### config.mk
export PLATFORM = sky130hd
export DESIGN_NAME = onehot_pulse_decoder
export DESIGN_NICKNAME = d
export VERILOG_FILES = /design/src/rtl/dec_pkg.sv /design/src/rtl/dec_code_fifo.sv /design/src/rtl/onehot_pulse_decoder.sv
export SDC_FILE = /design/constraint.sdc
export NUM_CORES = 1
export LEC_CHECK = 0
export CAP_MARGIN = 20
export CORE_MARGIN = 1
export CORE_UTILIZATION = 35
export CTS_CLUSTER_DIAMETER = 200
export DETAILED_ROUTE_END_ITERATION = 8
export DONT_BUFFER_PORTS = 1
export PLACE_DENSITY = 0.57
export SLEW_MARGIN = 20
export SYNTH_ARGS = -nofsm -noshare
export SYNTH_HDL_FRONTEND = slang
export SYNTH_HIERARCHICAL = 1
export SYNTH_SLANG_ARGS = --single-unit
### constraint.sdc
create_clock -name clk -period 1.76 [get_ports clk]
set_input_delay 0.528 -clock clk [delete_from_list [all_inputs] [get_ports clk]]
set_output_delay 0.528 -clock clk [all_outputs]
set_load 0.005 [all_outputs]
### src/rtl/dec_pkg.sv
// rtl/dec_pkg.sv - shared widths, FSM state type and one-hot helper for the pulse decoder
package dec_pkg;

    localparam int CODE_W = 3;
    localparam int OUT_W  = 8;

    typedef enum logic [1:0] {
        IDLE,
        ACTIVE,
        GAP
    } dec_state_t;

    function automatic logic [OUT_W-1:0] onehot(input logic [CODE_W-1:0] code);
        logic [OUT_W-1:0] v;
        v       = '0;
        v[code] = 1'b1;
        return v;
    endfunction

endpackage

### src/rtl/dec_code_fifo.sv
// rtl/dec_code_fifo.sv - code buffer: circular FIFO with DEC_FIFO_EN, single register otherwise
module dec_code_fifo
    import dec_pkg::*;
#(
    parameter int FIFO_DEPTH = 4
) (
    input  logic              clk,
    input  logic              rst,
    input  logic              push_i,
    input  logic [CODE_W-1:0] push_code_i,
    input  logic              pop_i,
    output logic [CODE_W-1:0] pop_code_o,
    output logic              full_o,
    output logic              empty_o
);

    if (FIFO_DEPTH < 2 || (FIFO_DEPTH & (FIFO_DEPTH - 1)) != 0) begin : g_bad_depth
        $error("dec_code_fifo: FIFO_DEPTH must be a power of 2 and at least 2");
    end

`ifdef DEC_FIFO_EN
    localparam int PTR_W = $clog2(FIFO_DEPTH);
    localparam int CNT_W = PTR_W + 1;

    logic [CODE_W-1:0] mem_q [FIFO_DEPTH];
    logic [PTR_W-1:0]  wr_ptr_q;
    logic [PTR_W-1:0]  rd_ptr_q;
    logic [CNT_W-1:0]  count_q;
    logic              do_push;
    logic              do_pop;

    assign full_o     = (count_q == CNT_W'(FIFO_DEPTH));
    assign empty_o    = (count_q == '0);
    assign pop_code_o = mem_q[rd_ptr_q];
    assign do_push    = push_i & ~full_o;
    assign do_pop     = pop_i & ~empty_o;

    always_ff @(posedge clk) begin
        if (do_push) begin
            mem_q[wr_ptr_q] <= push_code_i;
        end
    end

    // Power-of-2 depth lets the pointers wrap by plain overflow.
    always_ff @(posedge clk) begin
        if (rst) begin
            wr_ptr_q <= '0;
            rd_ptr_q <= '0;
            count_q  <= '0;
        end else begin
            if (do_push) begin
                wr_ptr_q <= wr_ptr_q + 1'b1;
            end
            if (do_pop) begin
                rd_ptr_q <= rd_ptr_q + 1'b1;
            end
            case ({do_push, do_pop})
                2'b10:   count_q <= count_q + 1'b1;
                2'b01:   count_q <= count_q - 1'b1;
                default: count_q <= count_q;
            endcase
        end
    end
`else
    logic [CODE_W-1:0] code_q;
    logic              valid_q;

    assign full_o     = valid_q;
    assign empty_o    = ~valid_q;
    assign pop_code_o = code_q;

    always_ff @(posedge clk) begin
        if (rst) begin
            code_q  <= '0;
            valid_q <= 1'b0;
        end else if (push_i && !valid_q) begin
            code_q  <= push_code_i;
            valid_q <= 1'b1;
        end else if (pop_i && valid_q) begin
            valid_q <= 1'b0;
        end
    end
`endif

endmodule

### src/rtl/onehot_pulse_decoder.sv
// rtl/onehot_pulse_decoder.sv - buffered 3-to-8 one-hot pulse generator; DEC_FIFO_EN selects a FIFO buffer
module onehot_pulse_decoder
    import dec_pkg::*;
#(
    parameter int HOLD_CYCLES = 4,
    parameter int FIFO_DEPTH  = 4
) (
    input  logic              clk,
    input  logic              rst,
    input  logic [CODE_W-1:0] in_code,
    input  logic              in_valid,
    output logic              in_ready,
    input  logic              en,
    output logic [OUT_W-1:0]  y,
    output logic              done,
    output logic              busy
);

    if (HOLD_CYCLES < 1 || HOLD_CYCLES > 255) begin : g_bad_hold
        $error("onehot_pulse_decoder: HOLD_CYCLES must be in 1..255");
    end

    localparam int               CNT_W    = $clog2(HOLD_CYCLES + 1);
    localparam logic [CNT_W-1:0] CNT_LOAD = CNT_W'(HOLD_CYCLES - 1);

    dec_state_t        state_q;
    logic [CNT_W-1:0]  cnt_q;
    logic [OUT_W-1:0]  y_q;
    logic              done_q;
    logic [CODE_W-1:0] fifo_code;
    logic              fifo_full;
    logic              fifo_empty;
    logic              push;
    logic              pop;

    assign in_ready = ~fifo_full & ~rst;
    assign push     = in_valid & in_ready;
    assign pop      = en & ~fifo_empty & ((state_q == IDLE) || (state_q == GAP));

    dec_code_fifo #(
        .FIFO_DEPTH (FIFO_DEPTH)
    ) u_fifo (
        .clk         (clk),
        .rst         (rst),
        .push_i      (push),
        .push_code_i (in_code),
        .pop_i       (pop),
        .pop_code_o  (fifo_code),
        .full_o      (fifo_full),
        .empty_o     (fifo_empty)
    );

    // While en is low the ACTIVE state holds both its counter and its line.
    always_ff @(posedge clk) begin
        if (rst) begin
            state_q <= IDLE;
            cnt_q   <= '0;
            y_q     <= '0;
            done_q  <= 1'b0;
        end else begin
            case (state_q)
                IDLE: begin
                    done_q <= 1'b0;
                    y_q    <= '0;
                    if (pop) begin
                        y_q     <= onehot(fifo_code);
                        cnt_q   <= CNT_LOAD;
                        state_q <= ACTIVE;
                    end
                end
                ACTIVE: begin
                    if (en) begin
                        if (cnt_q == '0) begin
                            y_q     <= '0;
                            done_q  <= 1'b1;
                            state_q <= GAP;
                        end else begin
                            cnt_q <= cnt_q - 1'b1;
                        end
                    end
                end
                GAP: begin
                    done_q <= 1'b0;
                    if (pop) begin
                        y_q     <= onehot(fifo_code);
                        cnt_q   <= CNT_LOAD;
                        state_q <= ACTIVE;
                    end else begin
                        state_q <= IDLE;
                    end
                end
                default: begin
                    y_q     <= '0;
                    done_q  <= 1'b0;
                    state_q <= IDLE;
                end
            endcase
        end
    end

    assign y    = en ? y_q : '0;
    assign done = done_q;
    assign busy = (state_q != IDLE) | ~fifo_empty;

endmodule

==> results of run 1 <==
==> cell families after synthesis <==
group                      after synthesis
buffers and inverters                    7
AOI/OAI and AO/OA                       19
muxes                                    1
DFF                                     18
adders and majority gates                2
and+or+nand+nor                         57
==> report_power, final <==
part	switching, mW	internal [mW]	leakage, nW	total [mW]
combinational	0.0410	0.0458	0.176	0.0868
sequential	0.0121	0.419	0.146	0.431
clock	0.137	0.126	0.0210	0.263
==> worst paths after layout <==
check / slack [ns] / endpoint / from
max: 0.13 / y_q[4] / cnt_q[0]
min: 0.28 / y_q[4] / rst
max reg2reg: 0.13 / y_q[4] / cnt_q[0]
min reg2reg: 0.45 / y_q[2] / y_q[2]
==> final cells by class <==
cell class              count  share of cell area
multi-input cells          79              0.5331
flip-flops and latches     18              0.3596
well taps                  30             0.03745
clock buffers               4             0.03620
repair buffers              3             0.02247
inverters                   3             0.01124
==> layout by cell type (no fill, tap or decap), drive strengths merged, types with 2 or more instances in the layout <==
master,instances
nor3b,2
o22ai,2
nand2,9
inv,3
nor2b,5
ha,2
a21oi,10
buf,3
clkbuf,4
o21ai,4
dfxtp,18
nor3,3
or3b,2
and2,10
nand2b,4
nor2,8
nand4bb,3
nand4b,4
==> sequential cells by signal, indices dropped and copies added (netlist names) <==
| register | cells |
|---|---|
| state_q | 2 |
| u_fifo/pop_code_o | 3 |
| y_q | 8 |
| u_fifo/full_o | 1 |
| cnt_q | 3 |
| done | 1 |
==> routing by layer <==
layer	up-vias	GRT usage	routed length, um	share of wire
met5	-	0	0	0
met4	0	0.07895	37	0.023
met3	4	0.02586	77	0.047
met2	15	0.1854	702	0.43
met1	327	0.1541	824	0.50
li1	372	-	-	-
==> worst max-delay path: stages (launching register included) <==
cell and delay [ns]:
sky130_fd_sc_hd__dfxtp_1 0.34, sky130_fd_sc_hd__inv_1 0.08, sky130_fd_sc_hd__ha_1 0.16, sky130_fd_sc_hd__and3b_4 0.23
sky130_fd_sc_hd__o22ai_4 0.12, sky130_fd_sc_hd__or4b_1 0.51, sky130_fd_sc_hd__a21oi_1 0.14
==> metrics by stage <==
step	hold WS, ns	power, mW	cells
CTS	0.2751	0.7861	137
global placement	0.4305	0.5259	133
global route	0.2642	0.8161	137
finish	0.2801	0.7813	137
floorplan	0.4273	0.5146	104
detailed placement	0.4354	0.5283	133
==> tab_implementation.tex, run 1 <==
\begin{tabular}{lr}
\hline
Metric & Value \\
\hline
\multicolumn{2}{l}{\textbf{Logic synthesis}} \\
Net Count, Synth & 113 \\
Netlist cell types & 31 \\
Fraction of synthesized area in multiplexers & 0.01213 \\
Synth top area share & 0.3881 \\
Ys Warns & 6 \\
Number of cells produced by synthesis & 104 \\
Top-count cell post-synth & sky130\_fd\_sc\_hd\_\_dfxtp\_1 \\
Area of the mapped netlist & roughly 930 um\^{}2 \\
Sequential element share of the synthesized area & 0.3881 \\
Dominant combinational cell family by area after synthesis & simple AND/OR/NAND/NOR gates \\
Proportion of synthesized flip-flops having asynchronous set or reset & 0 \\
Fraction of the mapped netlist area in compound gates & 0.1402 \\
Prevailing post-synth register cell & sky130\_fd\_sc\_hd\_\_dfxtp\_1 \\
Area leader, netlist & sky130\_fd\_sc\_hd\_\_dfxtp\_1 \\
Post-Synth XOR/XNOR Area & 0 \\
Top area cells in the synthesized netlist & sky130\_fd\_sc\_hd\_\_dfxtp\_1 (39\%), sky130\_fd\_sc\_hd\_\_and2\_1 (6.7\%), sky130\_fd\_sc\_hd\_\_a21oi\_1 (5.4\%), sky130\_fd\_sc\_hd\_\_nand4b\_1 (3.8\%), sky130\_fd\_sc\_hd\_\_nand2\_1 (3.6\%) \\
Most common library cells after synthesis & sky130\_fd\_sc\_hd\_\_dfxtp\_1 (18), sky130\_fd\_sc\_hd\_\_a21oi\_1 (10), sky130\_fd\_sc\_hd\_\_and2\_1 (10), sky130\_fd\_sc\_hd\_\_nand2\_1 (9), sky130\_fd\_sc\_hd\_\_nor2\_1 (8) \\
Number of synthesized flops with an enable pin & 0 \\
Flops \& latches, synth & 18 \\
Mean Syn Cell Area & 8.927 um\^{}2 \\
Share of synthesized cell area in full adder, half adder and majority cells & 0.02695 \\
Area fraction in and, or, nand and nor cells after synthesis & 0.3962 \\
\multicolumn{2}{l}{\textbf{Placement}} \\
Count of input and output buffers & 0 \\
Placer Congestion & 0.7268 \\
Placed cell areas & 965.9 um\^{}2 \\
Post-detailed-placement half-perimeter wirelength & $\sim$1200 um \\
Pre-CTS worst setup slack & approximately 0.13 ns \\
\multicolumn{2}{l}{\textbf{Finish}} \\
Synthesis-to-finish area growth & 7.951\% \\
Footprint of the multi-input gates & 534.3 um\^{}2 \\
Share of post-route cells with drive strength above 1 & 0.1495 \\
Layout Nets & 117 \\
Combined flip-flop and latch cell area & 360.3 um\^{}2 \\
Post-route cell area & 0.001002 mm\^{}2 \\
Number of filler cells placed in the layout & 261 \\
Number of diodes added for antenna fixing & 0 \\
Post-route core utilization & 0.4009 \\
\multicolumn{2}{l}{\textbf{Critical path}} \\
Startpoint type of the worst setup path & flip-flop \\
Worst Setup Path Type & flip-flop to flip-flop \\
WP data required & 2.00 ns \\
Worst reg2reg path depth & 6 \\
Arrival time worst endpoint & 1.88 ns \\
Sort of element at the end of the critical path & flip-flop \\
Worst-path maximum fanout & 12 \\
\multicolumn{2}{l}{\textbf{CTS}} \\
H-tree depth reported by CTS & 1 \\
Number of buffers created by CTS & 3 \\
Number of setup buffers added after CTS & 0 \\
Number of gates given a new drive strength after cts & 0 \\
Cell chosen for the clock root & sky130\_fd\_sc\_hd\_\_clkbuf\_4 \\
Maximum number of buffers from clock root to sink & 2 \\
Sinks on the clock net & 18 \\
Hold buffers post-CTS & 0 \\
TritonCTS clock tree & built \\
Clock transition at the register clock pins on the worst setup and hold paths after CTS & 0.11 ns \\
Worst-skew pair later-pin latency & roughly 0.3 ns \\
\multicolumn{2}{l}{\textbf{STA}} \\
Worst Tran Pin Value & 0.3212 ns \\
Final min period & 1.632 ns \\
Final-layout setup total negative slack & 0 ns \\
RSZ-0062 raised after global routing & no \\
Final-report max-slew violation count & 0 \\
Achievable frequency & around 610 MHz \\
Setup slack after layout & 0.1282 ns \\
Setup violators final & 0 \\
Final period util & 0.9271 \\
Hold violation total from the final report & 0 \\
Setup skew after layout & between 0.004 and 0.005 ns \\
Headroom to the max-slew limit & 0.7859 \\
\multicolumn{2}{l}{\textbf{Drt}} \\
Total Wirelength & 1642 um \\
Violation count after the first detailed-routing iteration & 3 \\
Length of the first detailed-routing pass in iterations & 4 \\
Number of nets with antenna violations after routing & 0 \\
Residual DRC & 0 \\
Vias after detailed routing & 718 \\
Via density per instance & 5.241 \\
Routed length per placed instance & 11.99 um \\
\multicolumn{2}{l}{\textbf{Global route}} \\
Vias in the first global route & 555 \\
Number of antenna violations at the first check in global routing & 0 \\
Global router's overall resource usage & 0.1220 \\
Global-route wire length before repair & 2415 um \\
Remaining Overflow, GRT & 0 \\
Maximum number of pins on one net before global-route repair & 24 \\
\multicolumn{2}{l}{\textbf{Die}} \\
Initial Util & 0.3714 \\
Number of top-level design ports & 18 \\
Die width & 53.50 um \\
Core footprint & 0.002500 mm\^{}2 \\
Die H & around 54 um \\
\# rows & 18 \\
Overall die area & approximately 0.0029 mm\^{}2 \\
\multicolumn{2}{l}{\textbf{Worst hold path}} \\
Hold depth & 1 \\
Class of the tightest hold or removal check & input port to flip-flop \\
\multicolumn{2}{l}{\textbf{Pwr}} \\
Worst supply voltage drop on vdd & 0.3127 mV \\
Pwr Density & 779.6 mW/mm\^{}2 \\
Leakage power summed over all cells & 0.3428 nW \\
\multicolumn{2}{l}{\textbf{Outcome}} \\
Run status & completed \\
\multicolumn{2}{l}{\textbf{Job}} \\
Max-capacitance violation count & 0 \\
\hline
\end{tabular}
Note: power is estimated with default switching activity, not from simulation.
==> run 2, diff against run 1 <==
--- a/config.mk
+++ b/config.mk
@@ -11,6 +11,7 @@
 export CTS_CLUSTER_DIAMETER = 200
 export DETAILED_ROUTE_END_ITERATION = 8
 export DONT_BUFFER_PORTS = 1
+export HOLD_SLACK_MARGIN = 0.02
 export PLACE_DENSITY = 0.57
 export SLEW_MARGIN = 20
 export SYNTH_ARGS = -nofsm -noshare
==> results of run 2 <==
Same layout as run 1: the final DEF is identical, and so are final timing and power.
